File: src/rtl/gpio_pkg.sv
// gpio_pkg: register word indices and debounce counter sizing shared by the GPIO port
package gpio_pkg;
  localparam logic [2:0] REG_DATA_IN    = 3'd0;
  localparam logic [2:0] REG_DATA_OUT   = 3'd1;
  localparam logic [2:0] REG_IRQ_EN     = 3'd2;
  localparam logic [2:0] REG_EDGE_SEL   = 3'd3;
  localparam logic [2:0] REG_IRQ_STATUS = 3'd4;
  function automatic int cnt_width(input int deb);
    return deb > 1 ? $clog2(deb) : 1;
  endfunction
endpackage

File: src/rtl/gpio_debounce.sv
// gpio_debounce: one pin -> 2-flop sync, stability counter, stable level plus rise/fall pulses
module gpio_debounce
  import gpio_pkg::*;
#(
  parameter int DEB_CYCLES = 4
) (
  input  logic clk,
  input  logic rst,
  input  logic pin,
  output logic stable,
  output logic rise,
  output logic fall
);
  localparam int CW = cnt_width(DEB_CYCLES);
  logic [1:0] sync;
  logic [CW-1:0] cnt;
  logic stable_d;
  always_ff @(posedge clk) begin
    if (rst) begin
      sync <= '0;
      cnt <= '0;
      stable <= 1'b0;
      stable_d <= 1'b0;
    end else begin
      sync <= {sync[0], pin};
      stable_d <= stable;
      if (sync[1] == stable) cnt <= '0;
      else if (cnt == CW'(DEB_CYCLES - 1)) begin
        stable <= sync[1];
        cnt <= '0;
      end else cnt <= cnt + 1'b1;
    end
  end
  // pulses last the one cycle after the stable level has moved
  assign rise = stable & ~stable_d;
  assign fall = ~stable & stable_d;
endmodule

File: src/rtl/gpio_port.sv
// gpio_port: debounced GPIO inputs, output register and edge interrupts on a 5-bit word bus
module gpio_port
  import gpio_pkg::*;
#(
  parameter int WIDTH      = 8,
  parameter int DEB_CYCLES = 4
) (
  input  logic             clk,
  input  logic             rst,
  input  logic [WIDTH-1:0] GPIO_i,
  output logic [WIDTH-1:0] GPIO_o,
  input  logic [4:0]       addr,
  input  logic             we,
  input  logic             re,
  input  logic [31:0]      wdata,
  output logic [31:0]      rdata,
  output logic             ack,
  output logic             irq
);
  logic [WIDTH-1:0] data_in, rise, fall, data_out, irq_en, edge_sel, irq_status, evt, clr;
  logic [31:0] rd_mux;
  logic [2:0] idx;
  logic unused;
  for (genvar i = 0; i < WIDTH; i++) begin : g_deb
    gpio_debounce #(.DEB_CYCLES(DEB_CYCLES)) u_deb (
      .clk(clk), .rst(rst), .pin(GPIO_i[i]),
      .stable(data_in[i]), .rise(rise[i]), .fall(fall[i])
    );
  end
  assign idx = addr[4:2];
  assign unused = ^{addr[1:0], wdata};
  assign evt = (rise & edge_sel) | (fall & ~edge_sel);
  assign clr = (we && idx == REG_IRQ_STATUS) ? wdata[WIDTH-1:0] : '0;
  always_comb
    rd_mux = idx == REG_DATA_IN    ? 32'(data_in) :
             idx == REG_DATA_OUT   ? 32'(data_out) :
             idx == REG_IRQ_EN     ? 32'(irq_en) :
             idx == REG_EDGE_SEL   ? 32'(edge_sel) :
             idx == REG_IRQ_STATUS ? 32'(irq_status) : 32'd0;
  always_ff @(posedge clk) begin
    if (rst) begin
      data_out <= '0;
      irq_en <= '0;
      edge_sel <= '0;
      irq_status <= '0;
      rdata <= '0;
      ack <= 1'b0;
    end else begin
      if (we && idx == REG_DATA_OUT) data_out <= wdata[WIDTH-1:0];
      if (we && idx == REG_IRQ_EN) irq_en <= wdata[WIDTH-1:0];
      if (we && idx == REG_EDGE_SEL) edge_sel <= wdata[WIDTH-1:0];
      // a new event on the same bit overrides the W1C clear
      irq_status <= (irq_status & ~clr) | evt;
      if (re) rdata <= rd_mux;
      ack <= we | re;
    end
  end
  assign GPIO_o = data_out;
  assign irq = |(irq_status & irq_en);
endmodule

File: config.mk
export PLATFORM = sky130hd
export DESIGN_NAME = gpio_port
export DESIGN_NICKNAME = d
export VERILOG_FILES = /design/src/rtl/gpio_pkg.sv /design/src/rtl/gpio_debounce.sv /design/src/rtl/gpio_port.sv
export SDC_FILE = /design/constraint.sdc
export NUM_CORES = 1
export LEC_CHECK = 0
export BUFFER_PORTS_ARGS = -buffer_cell sky130_fd_sc_hd__buf_2
export CORE_ASPECT_RATIO = 0.8
export CORE_MARGIN = 3
export CORE_UTILIZATION = 57
export DETAILED_ROUTE_END_ITERATION = 12
export MAX_ROUTING_LAYER = met4
export PLACE_DENSITY_LB_ADDON = 0.2
export SLEW_MARGIN = 20
export SYNTH_ARGS = -nofsm -noshare
export SYNTH_HDL_FRONTEND = slang
export SYNTH_SLANG_ARGS = --single-unit
export TNS_END_PERCENT = 1
File: constraint.sdc
create_clock -name clk -period 2.1 [get_ports clk]
set_clock_uncertainty 0.1 [all_clocks]
set_input_delay 0.42 -clock clk [delete_from_list [all_inputs] [get_ports clk]]
set_output_delay 0.42 -clock clk [all_outputs]
set_load 0.02 [all_outputs]
; ---- After elaboration in Yosys (flattened, before gate mapping)
; Index checks and enable logic that the tools add are counted.
[word_totals]
inputBits = 49
out_inout_bits = 42
regBits = 113
elab_cells = 143
[op_classes]
mux = 6
n_reduce_logical = 22
eq_ne = 20
n_addsub = 8
n_bitwise = 49
[ops]
columns = operator, n
row1 = $mux 8, 6
row2 = $and 8x8->8, 4
row3 = $not 1->1, 24
row4 = $reduce_or 3->1, 8
row5 = $add 2x1->2 const B, 8
row6 = $and 1x1->1, 16
row7 = $eq 2x2->1 const B, 8
row8 = $not 8->8, 2
row9 = $or 8x8->8, 2
row10 = $reduce_and 2->1, 8
row11 = $eq 1x1->1, 8
row12 = $reduce_or 8->1, 1
row13 = $eq 3x2->1 const B, 2
row14 = $logic_and 1x1->1, 4
row15 = $eq 3x1->1 const B, 1
row16 = $eq 3x3->1 const B, 1
row17 = $logic_not 3->1, 1
row18 = $or 1x1->1, 1

; ---- Longest topological paths before layout
[logic_depth]
depth_word = 6
ltp_mapped = 6

; ---- Cells and area by module
; A second synthesis with hierarchy kept.
[unflattened]
hier_cells = 388
area_unflattened_um2 = 4057.6
[by_module_without_submodules]
columns = module, cells_each, seq_area_each_um2, area_each_um2, instances
row1 = gpio_port, 252, 820.8, 2386.0, 1
row2 = gpio_debounce, 17, 120.1, 209.0, 8

; ---- Least setup slack after synthesis
; Ideal clock, no wire load.
[synth_path]
path_kind = input -> register
start = input port rst
end = register rdata[0]
arrival_ps = 1232
n_path_buf = 3
path_stages = 4
setup_slack_ps = 625
setup_time_ps = 143
cell_sequence = buf_2 -> buf_2 -> clkbuf_1 -> o32ai_2
[synth_rtl]
columns = element, line_no
row1 = "start, declared", gpio_port.sv:9  ; input logic rst,
row2 = "end signal, assigned", gpio_port.sv:54  ; if (re) rdata <= rd_mux;
row3 = "end, declared", gpio_port.sv:16  ; output logic [31:0] rdata,
; No word-level cell between the ends.

; ---- Worst setup path in the final report
[layout_path]
start = register irq_status[3]
end = output port irq
[layout_via]
elab_chain_cells = 2
[layout_lines]
columns = element, line_no
row1 = "start, declared", gpio_port.sv:20  ; logic [WIDTH-1:0] data_in, rise, fall, data_out, irq_en, edge_sel, irq_status, evt, clr;
row2 = "start signal, assigned", gpio_port.sv:53  ; irq_status <= (irq_status & ~clr) | evt;
row3 = $and 8x8->8, gpio_port.sv:59  ; assign irq = |(irq_status & irq_en);
row4 = $reduce_or 8->1, gpio_port.sv:59
row5 = "end, declared", gpio_port.sv:18  ; output logic irq
; Every way passes these cells.

==> results.txt <==
* Flop and latch count out of synthesis: 89
- Sequential cells were found to cover 47.31% of the synthesized design area.
- Post-CTS Repair Setup Buffers: 0
- Net count reported at finish: 524
- The min-delay analysis places its worst path in the category in -> reg.
* Mapped Area: about 3800 sq um
- DRT Wirelength: around 7500 um
* Worst Path Class, Setup: reg -> out
* TritonCTS clock tree: yes
* Total clock sinks: a little under 90
- Worst hold slack after final layout: about 170 ps
* Crit-path max FO: 3
* Most used DFF post-synth: sky130_fd_sc_hd__dfxtp_1
- After global routing the overflow that remains totals 0.
- Highest routed metal layer: met4
- Count of standard-cell rows: 25
- Number of standard cells in the final layout excluding fillers: 553
- H-tree levels: 3
* Yosys cell types: 37
* Core region area: just over 6000 sq um
- After detailed routing, the wire length on met1 is approximately 3400 um.
- Buffers inserted during clock tree synthesis total 9.
* RePlAce Congestion: 0.9224
- Worst setup slack before clock tree synthesis: approximately 200 ps
* Area growth, synth to finish: 9.435%
* Number of cells upsized or downsized after cts: 0
- The repair_antennas step left the layout with diodes totalling 0.
- Kind of start point of the critical path: flip-flop
- Static power due to leakage: 1.620 nW
- The hold violation total from the final report is 0.
* Number of placed instances, taps included: roughly 540
* Count of flip-flops with a built-in enable after synthesis: 0
- Summing over every cut layer, the via total after detailed routing is around 3000.
* Routed met2 length: between 3000 and 4000 um
- Buffer levels on the longest clock path: 2
* Setup TNS: 0 ps
- After clock tree synthesis, the clock-pin slew on the worst setup and hold paths is ~80 ps.
- Clock latency on the worst-skew pair, taken at its later pin, is approximately 350 ps.
* Antenna-violating nets left: 0
- Drt wl/cell: approximately 14 um
* Max VDD drop: ~0.00049 V
- just over 90 I/O pins were placed.
* Crit path time final: about 1800 ps
* Max frequency: about 0.57 GHz
- Cts-stage hold buffer count: 0
- Total routing resource utilization after global routing: 20.84%
- Endpoint kind of the worst setup timing path: primary output
- Cell types with the largest area share after synthesis: sky130_fd_sc_hd__dfxtp_1, sky130_fd_sc_hd__nand2_1, sky130_fd_sc_hd__a21oi_1
* Unrepaired setup endpoints after global routing: no
- Proportion of netlist area held by the largest area contributor: approximately 47%
* Most frequent cell after synthesis: sky130_fd_sc_hd__dfxtp_1
- DIE HEIGHT: 78.71 um
* Detailed-router iteration count before antenna repair: 5
* Status: completed
- STA puts the critical path data required time at between 1500 and 2000 ps.
- Yosys printed 0 warnings.
* Pwr/cell area: roughly 740 nW/um^2
- Counting the fill cells in the layout gives 529.
- Quantity of I/O buffers inserted on ports: 40
- Setup violations remaining at the end of the flow were counted as 0.
- Clock root buffer: sky130_fd_sc_hd__clkbuf_8
* Final worst path period share: around 84%
* Via count of the first global-routing pass: 2753
- STA puts the critical path data arrival time at approximately 1200 ps.
* Number of instances in the synthesized netlist: 430
- The max-slew violation total from the final report came to 0.
- The first global-routing pass estimated approximately 13000 um of wire.
- The worst register-to-register path has a depth of 4.
* Yosys top cell by area: sky130_fd_sc_hd__dfxtp_1
- Post-synthesis average cell area: approximately 8.8 sq um
- DRC Markers: 0
* # Max-Cap Violations: 0
- The worst hold path passes through 2 cells.
- The detailed router finished its first iteration with 172 violations.
* Die width: 96.88 um
- Async set-reset flop share out of synthesis: 0%
- Detailed placement ended at an HPWL of between 5000 and 6000 um.
- Using the TritonRoute via totals, the vias-per-cell ratio works out to around 5.3.
* List of most frequent post-synthesis cells: sky130_fd_sc_hd__dfxtp_1, sky130_fd_sc_hd__nand2_1, sky130_fd_sc_hd__nor2_1
* Wire length on met3: 634 um
- The initial antenna violation count came to 0.
* Fraction of layout instances using a drive strength above 1: ~15%
- DIE AREA: about 7600 sq um
* Maximum number of pins on one net before global-route repair: 38
* Initial core utilization: approximately three fifths
* Final critical-path setup slack: 336.2 ps
[layout by cell type (no fill, tap or decap), types with 9 or more instances in the layout]
| master | instances |
|---|---|
| sky130_fd_sc_hd__dfxtp_1 | 89 |
| sky130_fd_sc_hd__buf_2 | 40 |
| sky130_fd_sc_hd__nand2_1 | 73 |
| sky130_fd_sc_hd__inv_1 | 10 |
| sky130_fd_sc_hd__nand2b_1 | 16 |
| sky130_fd_sc_hd__a22oi_1 | 10 |
| sky130_fd_sc_hd__clkbuf_8 | 11 |
| sky130_fd_sc_hd__a21oi_1 | 39 |
| sky130_fd_sc_hd__conb_1 | 24 |
| sky130_fd_sc_hd__nor2b_1 | 24 |
| sky130_fd_sc_hd__nor2_1 | 52 |
| sky130_fd_sc_hd__or3_1 | 9 |
[per-layer routing]
metal | global-route usage [%] | vias up
met4 | 4.488 | 0
met3 | 6.321 | 4
met1 | 26.06 | 1378
li1 | - | 1457
met5 | - | -
met2 | 33.75 | 116
[cells by family (layout without fill, tap and decap cells)]
group	count (synthesis)	count (layout)	synth area share, %
simple gates	188	188	23.32
flops	89	89	47.31
compound gates	74	74	14.19
buf+inv	54	73	8.439
fa+ha+maj	8	8	2.658
xor+xnor	8	8	1.861
mux	8	8	2.126
other cells	1	24	0.09957
[per-stage QoR]
| step | area [sq um] | utilization [%] | power (mW) |
|---|---|---|---|
| 6_report | 4121 | 66.88 | 3.065 |
| 3_3_place_gp | 3939 | 63.92 | 2.019 |
| 3_5_place_dp | 3939 | 63.92 | 2.026 |
| 4_1_cts | 4121 | 66.88 | 3.076 |
| 5_1_grt | 4121 | 66.88 | 3.179 |
| 2_1_floorplan | 3852 | - | 1.983 |
[worst paths after layout]
check	slack, ps	start	to
worst min register to register	320	g_deb[5].u_deb.cnt[0]$_SDFF_PP0_	g_deb[5].u_deb.cnt[0]$_SDFF_PP0_
worst max-delay path	340	irq_status[3]$_SDFF_PP0_	irq
worst max register to register	870	edge_sel[7]$_SDFFE_PP0P_	rdata[7]$_SDFFE_PP0P_
worst min-delay path	170	GPIO_i[0]	g_deb[0].u_deb.sync[0]$_SDFF_PP0_
[power by group]
part	switching [mW]	total, mW	internal, mW	leakage [nW]
Clock	0.583	1.08	0.493	0.0846
Combinational	0.168	0.250	0.0814	0.813
Sequential	0.0187	1.74	1.72	0.723
Total	0.770	3.07	2.30	1.62
[worst max-delay path, stage by stage, from the launching register on]
cell,delay (ps)
sky130_fd_sc_hd__dfxtp_1,330
sky130_fd_sc_hd__a22oi_1,260
sky130_fd_sc_hd__nand4_1,130
sky130_fd_sc_hd__buf_2,170
[flip-flops by register name, indices dropped and copies added, names as in the netlist]
name / cells
g_deb.u_deb.sync: 16
g_deb.u_deb.stable: 8
rdata: 8
g_deb.u_deb.cnt: 16
irq_status: 8
edge_sel: 8
GPIO_o: 8
irq_en: 8
ack: 1
g_deb.u_deb.stable_d: 8
[area by class of cell]
| cell class | instances | area (sq um) | share of cell area, % |
|---|---|---|---|
| inverter | 10 | 37.54 | 0.9107 |
| clock inverter | 4 | 27.53 | 0.6679 |
| sequential | 89 | 1782 | 43.23 |
| timing repair buffer | 47 | 265.3 | 6.436 |
| tap | 81 | 101.3 | 2.459 |
| clock buffer | 12 | 155.1 | 3.764 |
| multi-input combinational | 310 | 1753 | 42.53 |
No activity file was read; power rests on OpenSTA's default activity.
